File: src/rtl/ram_arbiter.sv
`default_nettype none
// ============================================================================
// Module  : ram_arbiter
// Purpose : Round-robin arbiter sharing one single-port RAM between two
//           requesters, with a registered RAM interface and per-requester
//           read responses.
// Revision: 1.0 - initial release
// ============================================================================
module ram_arbiter #(
  parameter int AW = 8,
  parameter int DW = 8
) (
  input  logic          clk,
  input  logic          rst,
  input  logic          req0_valid,
  input  logic          req0_we,
  input  logic [AW-1:0] req0_addr,
  input  logic [DW-1:0] req0_wdata,
  output logic          req0_ready,
  input  logic          req1_valid,
  input  logic          req1_we,
  input  logic [AW-1:0] req1_addr,
  input  logic [DW-1:0] req1_wdata,
  output logic          req1_ready,
  output logic          rsp0_valid,
  output logic [DW-1:0] rsp0_rdata,
  output logic          rsp1_valid,
  output logic [DW-1:0] rsp1_rdata,
  output logic          ram_we,
  output logic [AW-1:0] ram_addr,
  output logic [DW-1:0] ram_din,
  input  logic [DW-1:0] ram_dout,
  output logic          busy
);

  localparam logic [1:0] c_idle  = 2'd0;
  localparam logic [1:0] c_issue = 2'd1;
  localparam logic [1:0] c_resp  = 2'd2;

  logic [1:0] r_state;
  logic       r_last;   // 1 = requester 1 was granted most recently
  logic       r_owner;

  logic w_idle;
  logic w_gnt0;
  logic w_gnt1;

  assign w_idle = (r_state == c_idle);
  assign w_gnt0 = w_idle & req0_valid & (~req1_valid | r_last);
  assign w_gnt1 = w_idle & req1_valid & (~req0_valid | ~r_last);

  assign req0_ready = w_gnt0;
  assign req1_ready = w_gnt1;
  assign busy       = ~w_idle;

  always_ff @(posedge clk or negedge rst) begin
    if (!rst) begin
      r_state    <= c_idle;
      r_last     <= 1'b1;
      r_owner    <= 1'b0;
      ram_we     <= 1'b0;
      ram_addr   <= '0;
      ram_din    <= '0;
      rsp0_valid <= 1'b0;
      rsp0_rdata <= '0;
      rsp1_valid <= 1'b0;
      rsp1_rdata <= '0;
    end else begin
      rsp0_valid <= 1'b0;
      rsp1_valid <= 1'b0;
      case (r_state)
        c_idle: begin
          if (w_gnt0 | w_gnt1) begin
            r_owner  <= w_gnt1;
            r_last   <= w_gnt1;
            ram_we   <= w_gnt1 ? req1_we    : req0_we;
            ram_addr <= w_gnt1 ? req1_addr  : req0_addr;
            ram_din  <= w_gnt1 ? req1_wdata : req0_wdata;
            r_state  <= c_issue;
          end
        end
        c_issue: begin
          // ram_we still carries the operation type during ISSUE
          ram_we  <= 1'b0;
          r_state <= ram_we ? c_idle : c_resp;
        end
        c_resp: begin
          if (r_owner) begin
            rsp1_valid <= 1'b1;
            rsp1_rdata <= ram_dout;
          end else begin
            rsp0_valid <= 1'b1;
            rsp0_rdata <= ram_dout;
          end
          r_state <= c_idle;
        end
        default: begin
          ram_we  <= 1'b0;
          r_state <= c_idle;
        end
      endcase
    end
  end

endmodule
`default_nettype wire

File: config.mk
export PLATFORM = sky130hd
export DESIGN_NAME = ram_arbiter
export DESIGN_NICKNAME = d
export VERILOG_FILES = /design/src/rtl/ram_arbiter.sv
export SDC_FILE = /design/constraint.sdc
export NUM_CORES = 1
export LEC_CHECK = 0
export ABC_AREA = 1
export CORE_ASPECT_RATIO = 1.1
export CORE_MARGIN = 3
export CORE_UTILIZATION = 38
export DETAILED_ROUTE_END_ITERATION = 10
export PLACE_DENSITY = 0.79
export SYNTH_ARGS = -nofsm -noshare
export SYNTH_HDL_FRONTEND = slang
export SYNTH_SLANG_ARGS = --single-unit
File: constraint.sdc
create_clock -name clk -period 1.3 [get_ports clk]
set_input_delay 0.325 -clock clk [delete_from_list [all_inputs] [get_ports clk]]
set_output_delay 0.325 -clock clk [all_outputs]
set_load 0.01 [all_outputs]
==> results of run 1 <==
==> worst max path at each step <==
stage	slack [ns]	end	cells after the start	from
2_1_floorplan	0.005	req1_ready	4	r_state[0]$_DFFE_PN0P_
3_3_place_gp	-0.69	req1_ready	5	req1_valid
3_5_place_dp	-0.70	ram_din[4]$_DFFE_PN0P_	7	req0_valid
4_1_cts	-0.28	req0_ready	5	r_state[1]$_DFFE_PN0P_
5_1_grt	-0.32	req0_ready	5	r_last$_DFFE_PN1P_
6_report	-0.28	req0_ready	5	r_state[0]$_DFFE_PN0P_
==> layout make-up <==
class                           count  area [um^2]  area share, %
Clock buffer                        6        72.57          2.340
Multi-Input combinational cell    132        716.9          23.11
Clock inverter                      2        12.51         0.4034
Sequential cell                    39        979.7          31.59
Tap cell                           56        70.07          2.259
Timing Repair Buffer              110         1061          34.21
Inverter                           49        188.9          6.091
==> cells by family (layout without fill, tap and decap cells) <==
logic type	count (synthesis)	after routing	share of synthesized area, %
AOI/OAI and AO/OA	18	18	4.691
buffers and inverters	60	167	12.64
and+or+nand+nor	114	114	31.79
DFF	39	39	50.88
==> registers in the layout, indices dropped and copies added, names as in the netlist <==
register / flops
ram_addr: 8
ram_din: 8
rsp0_rdata: 8
rsp1_rdata: 8
r_state: 2
r_last: 1
r_owner: 1
ram_we: 1
rsp0_valid: 1
rsp1_valid: 1
==> placed cells by master (no fill, tap or decap), types with 2 or more instances in the layout <==
master           count
nand3_4              2
nand4_1             16
clkbuf_8             5
dfrtp_1             36
nand3_2              8
o21ai_0             18
buf_4               20
clkdlybuf4s15_1     30
inv_4                2
dfrtp_2              2
buf_6                7
inv_1               46
nand3_1             27
dlygate4sd2_1        5
clkdlybuf4s50_1     42
nand2_1             55
==> critical path, delay by kind of cell (launching register included) <==
family	cells	cell delay (ns)
flops	1	0.45
simple gates	2	0.21
buf+inv	3	0.30
==> per-layer routing <==
metal	wire length (um)	share of wire, %	global-route usage (%)
met1	1999	39	22.26
met2	2748	53	31.21
met3	332	6.4	3.254
met4	95	1.8	7.609
met5	0	0	0
==> repair_timing <==
item / CTS / global route
pin swaps: 2 / 2
resized for setup: 79 / 20
hold endpoints to repair: 15 / 0
setup buffers: 4 / 8
hold buffers: 1 / 0
endpoints found under the setup margin: 58 / 40
==> stage by stage <==
step                      std cells  instance area (um^2)
final                           394                  3102
after global routing            394                  3102
after CTS                       386                  3013
after detailed placement        373                  2878
after global placement          373                  2878
after floorplan                 231                  1929
==> power by group <==
part	leakage, nW	internal, mW	switching (mW)
Combinational	1.13	1.70	1.71
Sequential	0.477	1.82	0.345
Clock	0.0412	0.375	0.423
Total	1.65	3.89	2.48
==> summary.txt, run 1 <==
Synth
  – Post-synth EDFFs: 0
  – Asr flop ratio synth: 100.0%
  – Synthesized area per cell: 8.314 um^2
  – Count of cell types in the netlist: 18
  – FF+latch count, synth: 39
  – YS warnings: 0
  – Mapped Cells: between 200 and 250
  – Top post-synthesis cells by area: dfrtp_1, nand2_1, inv_1
  – Syn Nets: 277
  – Share of the synthesized area in the top cell type: 49.51%
  – Synthesized area: 1921 um^2
  – Synth top cells by count: nand2_1, inv_1, dfrtp_1
  – Leading area contributor after synthesis: dfrtp_1
  – Main flop type after synthesis: dfrtp_1
  – Count leader, synth: nand2_1
  – Sequential fraction of the synthesis area: 50.88%

Place
  – PortBufs: 83
  – Final HPWL from detailed placement: between 3000 and 4000 um
  – RePlAce Congestion: 0.8165
  – Setup WS pre-CTS: -0.6958 ns

STA
  – Fin Hold WS: roughly 0.49 ns
  – Slew HR: a little over 70%
  – Unrepaired setup endpoints after global routing: true
  – Final TNS setup: -3.378 ns
  – Max Fclk: 634.2 MHz
  – Final setup vio count: 21
  – Slew Viols, Final: 0
  – Period utilization: 121.3%
  – Final Critical Period: 1.577 ns
  – Post-route setup slack: -0.2769 ns
  – Final Hold Fails: 0
  – Final Skew: 0.009084 ns
  – Least-Margin Pin Slew: between 0.4 and 0.5 ns

Critical path
  – RR Endpoint: ram_din[4]$_DFFE_PN0P_
  – CP Data Required Time: 0.98 ns
  – WP data arrival: 1.25 ns
  – R2r worst-path depth: 7
  – Critical-path cell list: nor2_8, buf_6, nand3_4, inv_4, buf_6
  – Worst r2r src: r_last$_DFFE_PN1P_
  – Setup slack, reg-to-reg: -0.18 ns
  – CP startpoint kind: flop
  – Setup crit end kind: output port
  – Crit-path max cell delay: between 0.4 and 0.5 ns
  – Max FO, Critical Path: 3
  – Slowest CP cell: dfrtp_2
  – Critical path type: flop to output port
  – Most used cell, CP: buf_6

Min path
  – Hold Startpoint: rsp1_rdata[2]$_DFFE_PN0P_
  – WHS Endpoint: rsp1_rdata[2]$_DFFE_PN0P_
  – Hold WC Path Type: flop to flop
  – Hold Path Cell Cnt: 2

Layout
  – Ant diodes: 0
  – P&R area growth vs syn: 61.50%
  – Fraction of layout cells with a size suffix above 1: 17.16%
  – Finished Core Util: between 60 and 70%
  – # fillers: 402
  – # nets final: 383

Global routing
  – Overall Global Routing Usage: 18.27%
  – Largest net degree at the start of global routing: 37
  – Total grt overflow: 0
  – Vias in the first global route: 1800
  – Initial antenna violation count: 0
  – First-pass GRT wire length: 8328 um

Route
  – Final ANT Viol Nets: 0
  – Routed wire length: 5176 um
  – Vias per cell: 4.749
  – Avg WL per Cell: 13.14 um
  – DR iter-0 viols: 101
  – Routed via count: 1871
  – # DRC: 0
  – Pre-Repair DR Iteration Count: 4

Floorplanning
  – Num rows: 26
  – Die area: 5944 um^2
  – Core ar.: 4750 um^2
  – Die Height: 80.56 um
  – Initial Util: just over 40%
  – I/O Pins: 84
  – Die width: roughly 74 um

Power
  – Pwr/cell area: 2055 nW/um^2
  – Maximum vdd drop: 942.1 uV
  – Pleak: 1.645 nW
  – Total Power: 6.375 mW

Clock tree
  – Clk root buf: clkbuf_8
  – H-tree Lvls: 2
  – Cts bufs inserted: 5
  – Clock Path Buffers: 2
  – Clock transition at path regs: 0.08 ns
  – CTS tree: yes
  – Clock Latency Late Sink: approximately 0.30 ns
  – Clock sinks: 39

Status
  – Failing checks: negative setup slack
  – Status: complete, but fails checks

Job
  – MaxCap Viol Count: 0
No activity file was read; power rests on OpenSTA's default activity.
==> inputs of run 2 (changes only) <==
CORE_MARGIN = 2   (was 3)
==> summary.txt, run 2 (same netlist as run 1, synthesis figures left out) <==
Status
  – Status: complete, but fails checks
  – Failing checks: negative setup slack

Floorplanning
  – Core ar.: 4932 um^2 (+3.8%)
  – Die Height: 78.56 um (-2.5%)
  – Die area: 5639 um^2 (-5.1%)
  – Die width: 71.79 um (-2.7%)
  – I/O Pins: 84 (unchanged)
  – Num rows: 27 (+3.8%)
  – Initial Util: 38.94% (-1.5 points)

STA
  – Max Fclk: 618.9 MHz (-2.4%)
  – Post-route setup slack: -0.3157 ns (-0.03877 ns)
  – Unrepaired setup endpoints after global routing: true
  – Final Critical Period: 1.616 ns (+0.03877 ns)
  – Final setup vio count: 24 (+14%)
  – Final Hold Fails: 0 (unchanged)
  – Period utilization: 124.3% (+3.0 points)
  – Slew Viols, Final: 0 (unchanged)
  – Final TNS setup: -5.967 ns (-2.589 ns)
  – Slew HR: 73.12% (+1.7 points)
  – Final Skew: 0.009456 ns (+0.0003728 ns)
  – Least-Margin Pin Slew: 0.4032 ns (-0.02576 ns)

Layout
  – Storage cell area: 979.7 um^2 (unchanged)
  – P&R area growth vs syn: 84.50%
  – Area of the multi-input gates: 907.1 um^2 (+27%)
  – Ant diodes: 0 (unchanged)
  – Commonest non-fill, non-tap cell in the layout: inv_1
  – Commonest non-fill, non-tap cells in the layout: inv_1, nand2_1, clkdlybuf4s50_1
  – Design Area, Final: 3543 um^2 (+14%)
  – Fraction of layout cells with a size suffix above 1: 27.97% (+11 points)
  – # nets final: 400 (+4.4%)
  – # fillers: 359 (-11%)

Clock tree
  – CTS tree: yes
  – Cts bufs inserted: 5 (unchanged)
  – Clk root buf: clkbuf_8
  – H-tree Lvls: 2 (unchanged)
  – Clock sinks: 39 (unchanged)
  – Clock transition at path regs: 0.08 ns (about the same)
  – Clock Latency Late Sink: 0.29 ns (about the same)
  – Clock Path Buffers: 2 (unchanged)

Job
  – MaxCap Viol Count: 0 (unchanged)

Route
  – Avg WL per Cell: 16.34 um (+24%)
  – Vias per cell: 4.998 (+5.2%)
  – Final ANT Viol Nets: 0 (unchanged)
  – Routed wire length: 6731 um (+30%)
  – DR iter-0 viols: 90 (-11%)
  – M1 wire length: 2511 um (+26%)
  – Routed via count: 2059 (+10%)
  – Wire length on met2: 3648 um (+33%)
  – Met3 WL: 457 um (+38%)
  – Highest routed layer: met4
  – # DRC: 0 (unchanged)
  – Pre-Repair DR Iteration Count: 4 (unchanged)

Critical path
  – Setup slack, reg-to-reg: -0.31 ns (-0.13 ns)
  – R2r worst-path depth: 9 (+2)
  – CP Data Required Time: 0.98 ns (about the same)
  – CP startpoint kind: flop
  – Worst r2r src: r_last$_DFFE_PN1P_
  – Critical path type: flop to output port
  – WP data arrival: 1.29 ns (+0.04 ns)
  – RR Endpoint: ram_addr[7]$_DFFE_PN0P_
  – Setup crit end kind: output port
  – Max FO, Critical Path: 2 (-1)

Power
  – Pwr/cell area: 2108 nW/um^2 (+2.6%)
  – Maximum vdd drop: 1222 uV (+30%)
  – Pleak: 1.851 nW (+12%)

Place
  – Final HPWL from detailed placement: 3466 um (-6.3%)
  – Placed cell area: 2903 um^2 (+0.87%)
  – RePlAce Congestion: 0.7150 (-12%)
  – PortBufs: 83 (unchanged)

Global routing
  – Initial antenna violation count: 0 (unchanged)
  – Total grt overflow: 0 (unchanged)
  – Largest net degree at the start of global routing: 21 (-43%)
  – First-pass GRT wire length: 10040 um (+21%)
  – Overall Global Routing Usage: 23.26% (+5.0 points)
  – Vias in the first global route: 2098 (+17%)

Min path
  – Hold WC Path Type: input pin to asynchronous set/reset pin
[run 2: changes by cell type in the layout (fill, tap and decap cells not counted), moves of 4 or more]
cell             change
buf_16               +5
nand2_4              +9
buf_12               +4
nand3_2              +9
nand2_2              +4
dlygate4sd2_1        +9
nand3_1              -9
buf_4                +5
nand2_1             -13
clkdlybuf4s15_1      -7
[run 2: repair_timing]
action / CTS / global route
resized for setup: 95 / 43
buffers inserted: 10 / 9
hold buffers: 1 / 0
endpoints found under the setup margin: 58 / 48
gates cloned: 8 / 1
endpoints found under the hold margin: 13 / 0
pin swaps: 8 / 15
[run 2: stage by stage]
step	worst slack (ns)	hold WS, ns	utilization (%)	total power, mW	instances
after floorplan	0.005419	0.02941	-	3.729	231
after global placement	-0.6727	0.2487	58.85	5.364	378
after detailed placement	-0.6776	0.2549	58.85	5.435	378
after CTS	-0.2656	0.4807	68.70	6.935	404
after global routing	-0.3464	0.4913	71.84	7.898	412
final	-0.3157	0.4752	71.84	7.468	412
[run 2: cell type report]
| type | instances | area share (%) |
|---|---|---|
| Sequential cell | 39 | 27.65 |
| Inverter | 49 | 5.332 |
| Clock buffer | 6 | 2.331 |
| Tap cell | 58 | 2.048 |
| Multi-Input combinational cell | 135 | 25.60 |
| Clock inverter | 1 | 0.1412 |
| Timing Repair Buffer | 124 | 36.90 |
[run 2: worst max-delay path by stage]
stage	startpoint	end	slack, ns	cells after the start
2_1_floorplan	r_state[0]$_DFFE_PN0P_	req1_ready	0.005	4
3_3_place_gp	req1_valid	req1_ready	-0.67	5
3_5_place_dp	req0_valid	ram_we$_DFFE_PN0P_	-0.68	7
4_1_cts	r_last$_DFFE_PN1P_	req0_ready	-0.27	5
5_1_grt	r_state[0]$_DFFE_PN0P_	req0_ready	-0.35	5
6_report	r_last$_DFFE_PN1P_	req1_ready	-0.32	5
[run 2: critical path, cell delays in order (launching register included)]
cell,delay (ns)
dfstp_2,0.56
buf_6,0.10
nand2_4,0.07
nand3_4,0.12
inv_4,0.04
buf_6,0.11
[run 2: report_power, final]
part / switching, mW / internal (mW) / leakage [nW]
Clock: 0.414 / 0.416 / 0.0470
Combinational: 2.19 / 2.27 / 1.33
Sequential: 0.368 / 1.82 / 0.477
[run 2: layer usage]
metal / track usage, % / vias to the layer above
li1: - / 984
met1: 25.53 / 962
met2: 43.70 / 101
met3: 5.263 / 12
met4: 7.170 / 0
met5: 0 / -
